===== src/rtl/multiplication_processor.sv =====
// multiplication_processor: sequential shift-and-add unsigned multiplier, one partial product per clock
module multiplication_processor #(
    parameter int WIDTH = 16
) (
    input  logic               clk,
    input  logic               reset,
    input  logic [WIDTH-1:0]   data1,
    input  logic [WIDTH-1:0]   data2,
    input  logic               rdy,
    output logic [2*WIDTH-1:0] out,
    output logic               out_rdy,
    output logic               busy
);
    localparam int CW = $clog2(WIDTH + 1);
    typedef enum logic [1:0] {IDLE, MULT, DONE} state_t;
    state_t             r_state, w_next;
    logic [WIDTH-1:0]   r_mcand, r_mplier;
    logic [2*WIDTH-1:0] r_acc, r_out, w_acc;
    logic [CW-1:0]      r_cnt;
    logic [WIDTH:0]     w_sum;
    logic               w_last;
    assign w_last  = r_cnt == CW'(1);
    assign w_sum   = {1'b0, r_acc[2*WIDTH-1:WIDTH]} + (r_mplier[0] ? {1'b0, r_mcand} : '0);
    assign w_acc   = {w_sum, r_acc[WIDTH-1:1]};
    assign out     = r_out;
    assign out_rdy = r_state == DONE;
    assign busy    = r_state != IDLE;
    // Next state: capture on rdy in IDLE, finish on the last iteration, unused encodings fall back to IDLE
    always_comb begin
        w_next = IDLE;
        w_next = (r_state == IDLE) ? (rdy ? MULT : IDLE) :
                 (r_state == MULT) ? (w_last ? DONE : MULT) : IDLE;
    end
    // State register
    always_ff @(posedge clk or negedge reset) begin
        if (!reset) r_state <= IDLE;
        else        r_state <= w_next;
    end
    // Datapath: operand capture, add-and-shift iterations, result latch on the final iteration
    always_ff @(posedge clk or negedge reset) begin
        if (!reset) begin
            r_mcand  <= '0;
            r_mplier <= '0;
            r_acc    <= '0;
            r_cnt    <= '0;
            r_out    <= '0;
        end else if (r_state == IDLE && rdy) begin
            r_mcand  <= data1;
            r_mplier <= data2;
            r_acc    <= '0;
            r_cnt    <= CW'(WIDTH);
        end else if (r_state == MULT) begin
            r_acc    <= w_acc;
            r_mplier <= r_mplier >> 1;
            r_cnt    <= r_cnt - CW'(1);
            if (w_last) r_out <= w_acc;
        end
    end
endmodule

===== config.mk =====
export PLATFORM = sky130hd
export DESIGN_NAME = multiplication_processor
export DESIGN_NICKNAME = d
export VERILOG_FILES = /design/src/rtl/multiplication_processor.sv
export SDC_FILE = /design/constraint.sdc
export NUM_CORES = 1
export LEC_CHECK = 0
export CORE_ASPECT_RATIO = 1.25
export CORE_UTILIZATION = 59
export CTS_CLUSTER_SIZE = 16
export DETAILED_ROUTE_END_ITERATION = 8
export GPL_ROUTABILITY_DRIVEN = 0
export PLACE_DENSITY = 0.84
export SLEW_MARGIN = 20
export SYNTH_ARGS = -nofsm -noshare
export SYNTH_HDL_FRONTEND = slang
export SYNTH_SLANG_ARGS = --single-unit

===== constraint.sdc =====
create_clock -name clk -period 6.53 [get_ports clk]
set_clock_uncertainty 0.1 [all_clocks]
set_input_delay 1.306 -clock clk [delete_from_list [all_inputs] [get_ports clk]]
set_output_delay 1.306 -clock clk [all_outputs]
set_load 0.03 [all_outputs]

==> qor.txt, run 1 <==
Final TNS setup: 0 ns
min-delay worst type: reg2reg
end point of the critical path: r_cnt[3]
placed insts: 671
core area: 8287 um^2
Buffers on Ports: 68
drt pass-1 iters: 4
Synth Warn #: 0
die height: 105.9 um
Worst path top cell family by delay: simple AND/OR/NAND/NOR gates
routed via count: 4128
pwr/cell area: 481.5 nW/um^2
R2R Path End: out[21]
launching point of the worst reg2reg path: r_cnt[1]
clk sink count: 102
n_diodes: 0
peak supply drop: 270.6 uV
crit start category: input port
row count: 37
fill count: 626
post-route cell area: 5987 um^2
Final Non-Filler Cells: 687
first-pass GRT wire length: 19590 um
max-slew violations: 0
Mapped Area: 5092 um^2
synthesized net count: 591
fraction of layout cells with a size suffix above 1: 6.102%
Worst Tran Pin Value: 0.9888 ns
CTS tree: done
Setup crit start: rdy
Yosys cell types: 59
Post-Synthesis Cells: 537
Max FO, Critical Path: 24
Die Wd: 85.10 um
post-route ant nets: 0
GR Util All Layers: 27.92%
largest net degree at the start of global routing: 68
dpl hpwl: 7804 um
Synth Area per Inst: 9.483 um^2
CTS resizes: 0
r2r setup slk: 3.39 ns
IO Pins: 69
status: finished, final reports clean
Clk Latency, worst-skew pair: 0.38 ns
Clock Path Buffers: 2
ys async rst share: 100.0%
P_leak: 2.759 nW
H-tree levels: 3
max cap viols: 0
die area: 9009 um^2
vias in the first global route: 4075
worst path buffer plus inverter count: 1
Root Driver: clkbuf_8
gr ovfl total: 0
post-layout util: 72.25%
#FFs+latches synth: 102
CP Cell Sequence: clkdlybuf4s50_1 -> nor2b_1 -> nand2b_1 -> nand3_1 -> o21ai_0
CTS buffer count: 9
clock-pin transition on the worst setup and hold timing paths: 0.09 ns
RSZ-0062 raised after global routing: no
arrival time of the worst setup path: 4.17 ns
Layout Nets: 639
area leader, netlist: dfrtp_1
CP max-delay cell: nor2b_1
WP depth: 5
top cell type's share of synthesized area: 50.12%
wire length per cell: 16.49 um
largest cells by area after synthesis: dfrtp_1 (50%), nand2_1 (9.6%), ha_1 (4.4%)
Layout area overhead: 17.57%
Final Hold Violating Endpoints: 0
fmax: 248.7 MHz
Reg2Reg Depth: 7
Via density: 6.009
Worst Path Required: 6.68 ns
total wire length: 11330 um
initial core utilization: 61.45%
Final min period: 4.021 ns
max_slew headroom: 33.95%
crit-path max cell delay: 0.86 ns
share of the yosys chip area belonging to registers: 50.12%
Post-Place Cell Area: 5786 um^2
Post-synth EDFFs: 0
endpoint class of the critical path: flip-flop
period utilization: 61.57%
initial drt markers: 369
final setup violation count: 0
initial antenna violation count: 0
Post-CTS Hold Fix Bufs: 0
prevailing post-synth register cell: dfrtp_1
setup bufs post-CTS: 0
# DRC: 0
critical path class: in2reg
## final cells by class
cell class | count | area, um^2 | share of cell area, %
tap | 97 | 121.4 | 2.027
clock inverter | 5 | 57.56 | 0.9613
inverter | 8 | 30.03 | 0.5016
clock buffer | 11 | 141.4 | 2.362
multi-input combinational | 392 | 2376 | 39.69
timing repair buffer | 72 | 708.2 | 11.83
sequential | 102 | 2552 | 42.63
## synthesized netlist by cell type, types with 2 or more instances
master	instances
or4_1	3
nand4_1	7
nand2_1	130
a31oi_1	2
mux2_2	3
a21oi_1	33
o21ai_0	27
ha_1	18
and2_1	17
nor2b_1	18
xor2_1	2
xnor2_1	8
a211oi_1	3
nor2_1	12
o211ai_1	2
nand3_1	14
a21o_1	2
buf_2	6
o21bai_1	3
o21ai_1	9
a32o_1	2
nand2b_1	2
dfrtp_1	102
inv_1	7
o2111ai_1	2
buf_1	3
a22o_1	21
a22oi_1	15
mux2i_1	2
o21a_1	3
nor3_1	3
o31ai_1	2
a2bb2oi_1	2
clkbuf_1	25
o211a_1	3
## stage by stage
| stage | hold WS (ns) | total power [mW] | setup slack, ns |
|---|---|---|---|
| detailed placement | 0.3549 | 2.472 | 2.105 |
| CTS | 0.3763 | 2.882 | 2.521 |
| finish | 0.3783 | 2.883 | 2.509 |
| floorplan | 0.3374 | 2.049 | 3.855 |
| global route | 0.3990 | 3.097 | 2.241 |
| global placement | 0.3512 | 2.401 | 2.264 |
## metal layers
layer	wire (um)	track usage, %
met1	4847	36.73
met2	5690	45.74
met3	493	4.150
met4	298	12.59
met5	0	0
## worst min-delay path by stage
| stage | from | depth (start not counted) | to |
|---|---|---|---|
| 6_report | out[7] | 2 | out[7] |
| 5_1_grt | r_mcand[10] | 2 | r_mcand[10] |
| 4_1_cts | r_mcand[13] | 2 | r_mcand[13] |
| 3_5_place_dp | r_mcand[13] | 2 | r_mcand[13] |
| 3_3_place_gp | r_mcand[11] | 2 | r_mcand[11] |
| 2_1_floorplan | r_mcand[15] | 2 | r_mcand[15] |
## sequential cells by signal, summed over array words and instances, names as in the netlist
signal,flops
out,32
r_acc,31
r_mcand,16
r_mplier,16
r_cnt,5
r_state,2
## cell families (layout without fill, tap and decap cells)
| family | after synthesis | in the layout | synth area share [%] |
|---|---|---|---|
| xor gates and xnor gates | 10 | 10 | 1.720 |
| and+or+nand+nor | 217 | 217 | 19.71 |
| buffers and inverters | 43 | 96 | 3.391 |
| adders and majority gates | 19 | 19 | 4.816 |
| muxes | 5 | 5 | 1.056 |
| DFF | 102 | 102 | 50.12 |
| AOI/OAI and AO/OA | 141 | 141 | 19.19 |
## worst min-delay path, cell delays in order (launching register included)
cell and delay [ns]:
dfrtp_1 0.35, nand2_1 0.05, nand2_1 0.05
## cell usage in the layout (no fill, tap or decap), types with 3 or more instances in the layout
| cell type | instances |
|---|---|
| clkbuf_8 | 10 |
| nand2_1 | 130 |
| ha_1 | 18 |
| buf_4 | 5 |
| a22oi_1 | 15 |
| nand3_1 | 14 |
| nor3_1 | 3 |
| o21a_1 | 3 |
| a22o_1 | 21 |
| o21ai_1 | 9 |
| inv_1 | 7 |
| dfrtp_1 | 102 |
| o21ai_0 | 27 |
| nand4_1 | 7 |
| a21oi_1 | 33 |
| xnor2_1 | 8 |
| nor2_1 | 12 |
| o211a_1 | 3 |
| and2_1 | 17 |
| or4_1 | 3 |
| clkdlybuf4s50_1 | 67 |
| nor2b_1 | 16 |
| mux2_2 | 3 |
| a211oi_1 | 3 |
## power by group
part	switching [mW]	total (mW)	internal, mW
Clock	0.219	0.408	0.189
Combinational	0.797	1.36	0.561
Sequential	0.208	1.12	0.909
Total	1.22	2.88	1.66
No activity file was read; power rests on OpenSTA's default activity.
==> run 2, diff against run 1 <==
- CORE_UTILIZATION: 59 -> 55
- PLACE_DENSITY: 0.84 -> 0.79
- clock period: 6.53 -> 3.8 ns (I/O delays scaled with it)
==> run 2 against run 1 <==
  * Global-route usage down 2.9 points
  * Core utilization down 3.8 points
  * First-iteration DRC count down 27%
  * Critical path type is now reg2out
  * Sequential share of layout area down 0.48 points
  * Worst hold slack worse by 0.028 ns
  * Sequential power up 71%
  * Non-clock buffer count up 3
  * Register-to-register slack worse by 2.3 ns
==> qor.txt, run 2 (same netlist as run 1, synthesis figures left out) <==
min-delay worst type: in2async
crit-path max cell delay: 0.78 ns
Reg2Reg Depth: 8
CTS resizes: 0
Final Hold Violating Endpoints: 0
period utilization: 76.54%
clk sink count: 102
Post-CTS Hold Fix Bufs: 0
Power Total: 4.986 mW
worst slack at placement: 0.8216 ns
Root Driver: clkbuf_8
initial antenna violation count: 0
vias in the first global route: 3997
final setup violation count: 0
Flop pwr share: 38.4%
initial core utilization: 57.58%
GR Util All Layers: 25.05%
dpl hpwl: 7645 um
CP Cell Sequence: nor2b_1 -> clkdlybuf4s50_1
fill count: 706
max cap viols: 0
Final TNS setup: 0 ns
critical path class: reg2out
row count: 38
max-slew violations: 0
placed insts: 697
Buffers on Ports: 68
Layout Nets: 642
P_leak: 2.778 nW
CTS buffer count: 9
pwr/cell area: 823.6 nW/um^2
first-pass GRT wire length: 18690 um
WHS: 0.3507 ns
NetSw: 2.082 mW
clock-pin transition on the worst setup and hold timing paths: 0.10 ns
H-tree levels: 3
endpoint class of the critical path: primary output
RSZ-0062 raised after global routing: no
Worst Tran Pin Value: 0.8729 ns
Die Wd: 88.07 um
arrival time of the worst setup path: 2.05 ns
Final Non-Filler Cells: 713
multi-input logic area: 2374 um^2
largest net degree at the start of global routing: 91
setup bufs post-CTS: 0
setup ws final: 0.8913 ns
Clk pwr share: 14.7%
n_diodes: 0
initial drt markers: 271
Sw Ratio: 41.76%
status: finished, final reports clean
Clk Latency, worst-skew pair: 0.36 ns
Final min period: 2.909 ns
Register Area: 2552 um^2
core area: 8843 um^2
most common cell after layout, fill and taps aside: nand2_1
fraction of layout cells with a size suffix above 1: 6.239%
Largest register FFs: 32
Comb pwr share: 46.8%
peak supply drop: 444.5 uV
routed via count: 4078
CP max-delay cell: dfrtp_1
# DRC: 0
Clock Path Buffers: 2
crit start category: flip-flop
most frequent cells in the layout: nand2_1 (130), dfrtp_1 (102), clkdlybuf4s50_1 (67)
wire length per cell: 15.66 um
max_slew headroom: 41.81%
die area: 9650 um^2
fmax: 343.8 MHz
Internal Pwr Total: 2.904 mW
Via density: 5.719
post-route ant nets: 0
total wire length: 11170 um
die height: 109.6 um
drt pass-1 iters: 5
gr ovfl total: 0
CTS tree: done
Layout area overhead: 18.89%
Worst Path Required: 2.94 ns
Max FO, Critical Path: 21
IO Pins: 69
## run 2: cell types whose count changed in the layout (fill, tap and decap cells not counted), sizes merged
cell / previous run / this run
buf: 5 / 8
clkinv: 3 / 2
bufinv: 1 / 2
## run 2: cell type report
cell class	instances	area share, %
multi-input combinational	392	39.20
inverter	8	0.4960
clock inverter	5	1.364
clock buffer	11	2.170
sequential	102	42.16
tap	120	2.480
timing repair buffer	75	12.13
## run 2: final timing paths
check / end / slack [ns] / from
min reg2reg: out[6] / 0.38 / out[6]
min in group clk: out[6] / 0.38 / out[6]
max: out_rdy / 0.89 / r_state[1]
max reg2reg: r_acc[27] / 1.07 / r_mplier[0]
max in group asynchronous: r_mplier[13] / 2.61 / reset
min: out[14] / 0.35 / reset
## run 2: worst max-delay path, delay by kind of cell, from the launching register on
family                 cells  cell delay (ns)
and+or+nand+nor            1             0.22
DFF                        1             0.78
buffers and inverters      1             0.69
## run 2: metrics by stage
stage          util [%]  area [um^2]
3_3_place_gp      66.00         5837
6_report          68.46         6055
3_5_place_dp      66.00         5837
4_1_cts           68.42         6051
2_1_floorplan         -         5092
5_1_grt           68.46         6055
## run 2: routing by layer
layer	global-route usage (%)	routed length, um
met4	8.295	197
met3	4.054	555
met1	33.13	4867
met2	42.03	5549
met5	0	0
## run 2: power by group through the flow
stage | registers (mW) | clock network (mW) | logic (mW)
after floorplan | 2.08 | 0 | 1.44
after global placement | 1.91 | 0 | 2.24
after detailed placement | 1.93 | 0 | 2.33
after CTS | 1.91 | 0.751 | 2.34
after global routing | 1.98 | 0.786 | 2.58
final | 1.92 | 0.733 | 2.34
==> run 3, diff against run 2 <==
- clock period: 3.8 -> 2.7 ns (I/O delays scaled with it)
==> run 3 against run 2 <==
  * Sequential power rose by 39%
  * Sequential share of layout area shrank 0.84 points
  * Non-clock buffer count increased by 15
  * Global-route usage grew 0.87 points
  * Clock power grew 38%
  * Final cell count grew 2.0%
  * Via count increased by 1.2%
==> qor.txt, run 3 (same netlist as run 1, synthesis figures left out) <==
GR Util All Layers: 25.92%
RSZ-0062 raised after global routing: no
most common cell after layout, fill and taps aside: nand2_1
met1 Resource Use GR: 33.42%
gr ovfl total: 0
Final Non-Filler Cells: 727
period utilization: 93.15%
Clock Path Buffers: 2
most numerous cell on the critical path: a21oi_1
multi-input logic area: 2377 um^2
# DRC: 0
Hold Path Sink: r_mcand[5]
critical path class: reg2reg
Max FO, Critical Path: 17
worst hold start: r_mcand[5]
Final TNS setup: 0 ns
peak supply drop: 662.4 uV
Reg2Reg Depth: 9
Worst Hold Depth: 2
crit-path max cell delay: 0.50 ns
Final Hold Violating Endpoints: 0
drt pass-1 iters: 4
initial core utilization: 57.58%
WHS: 0.3796 ns
most frequent cells in the layout: nand2_1 (130), dfrtp_1 (101), clkdlybuf4s50_1 (67)
fmax: 397.6 MHz
final setup violation count: 0
max_slew headroom: 67.58%
IO Pins: 69
H-tree levels: 3
max cap viols: 0
Worst Path Required: 2.87 ns
die height: 109.6 um
Root Driver: clkbuf_8
pwr/cell area: 1144 nW/um^2
wire length per cell: 15.12 um
Die Wd: 88.07 um
CTS tree: done
routed via count: 4128
Clk Latency, worst-skew pair: 0.37 ns
Post-Place Cell Area: 5954 um^2
Most Crowded Layer GR: met2
CP Cell Sequence: and2_1 -> ha_1 -> fa_1 -> a21oi_1 -> buf_4 -> o21ai_0 -> a21oi_1 -> xnor2_1 -> mux2_2
Sw Ratio: 41.39%
met2 usage: 43.69%
dpl hpwl: 7829 um
total wire length: 10990 um
post-route cell area: 6181 um^2
NetSw: 2.927 mW
Largest register FFs: 32
placed insts: 711
Flop pwr share: 37.8%
initial drt markers: 186
CP max-delay cell: dfrtp_2
post-route ant nets: 0
arrival time of the worst setup path: 2.68 ns
row count: 38
Via density: 5.678
initial antenna violation count: 0
P_leak: 2.845 nW
Internal Pwr Total: 4.146 mW
launching point of the worst reg2reg path: r_mplier[0]
fraction of layout cells with a size suffix above 1: 8.896%
Layout area overhead: 21.38%
vias in the first global route: 4133
die area: 9650 um^2
Buffers on Ports: 68
Worst Tran Pin Value: 0.4818 ns
max-slew violations: 0
CTS buffer count: 9
endpoint class of the critical path: flip-flop
crit start category: flip-flop
min-delay worst type: reg2reg
R2R Path End: out[21]
first-pass GRT wire length: 19190 um
Clk pwr share: 14.3%
largest net degree at the start of global routing: 51
Comb pwr share: 47.9%
clk sink count: 102
r2r setup slk: 0.19 ns
Register Area: 2554 um^2
n_diodes: 0
fill count: 711
post-layout util: 69.89%
Layout Nets: 657
routing usage on met3: 3.228%
clock-pin transition on the worst setup and hold timing paths: 0.09 ns
status: finished, final reports clean
Final min period: 2.515 ns
core area: 8843 um^2
run 3: worst max-delay path: cells and delay by family, from the launching register on:
family	cells	cell delay, ns
mux	1	0.27
compound gates	3	0.51
fa+ha+maj	2	0.61
simple gates	1	0.17
xor+xnor	1	0.12
flops	1	0.50
buf+inv	1	0.14
run 3: through the flow:
stage,power (mW),worst slack [ns]
6_report,7.073,0.1851
5_1_grt,7.617,0.02964
4_1_cts,7.099,0.1075
3_5_place_dp,6.071,0.1202
3_3_place_gp,5.938,0.1848
2_1_floorplan,4.956,0.3351
run 3: power groups by stage:
stage	clock network [mW]	logic [mW]	registers [mW]
after floorplan	0	2.03	2.93
after global placement	0	3.27	2.66
after detailed placement	0	3.39	2.69
after CTS	1.03	3.40	2.67
after global routing	1.10	3.76	2.76
final	1.01	3.39	2.67
run 3: layout make-up:
type,count,share of cell area [%]
Tap cell,120,2.429
Timing Repair Buffer,90,13.89
Clock buffer,9,2.004
Sequential cell,102,41.32
Clock inverter,6,1.417
Inverter,8,0.4858
Multi-Input combinational cell,392,38.46
run 3: worst max path at each step:
stage / startpoint / to
finish: r_mplier[0] / out[21]
CTS: r_mplier[0] / out[21]
global placement: r_mplier[0] / out[29]
floorplan: r_mplier[0] / r_acc[26]
global route: r_mplier[0] / out[26]
detailed placement: r_mplier[0] / out[21]
run 3: timing repair:
action / 4_1_cts / 5_1_grt
setup endpoints to repair: 0 / 8
hold buffers: 1 / 0
hold endpoints to repair: 22 / 0
gates resized for setup: 0 / 2
buffers inserted: 0 / 0
run 3: layer usage:
metal | up-vias | part of all wire [%]
li1 | 2006 | -
met3 | 16 | 3.3
met5 | - | 0
met2 | 92 | 50
met1 | 2014 | 44
met4 | 0 | 2.2
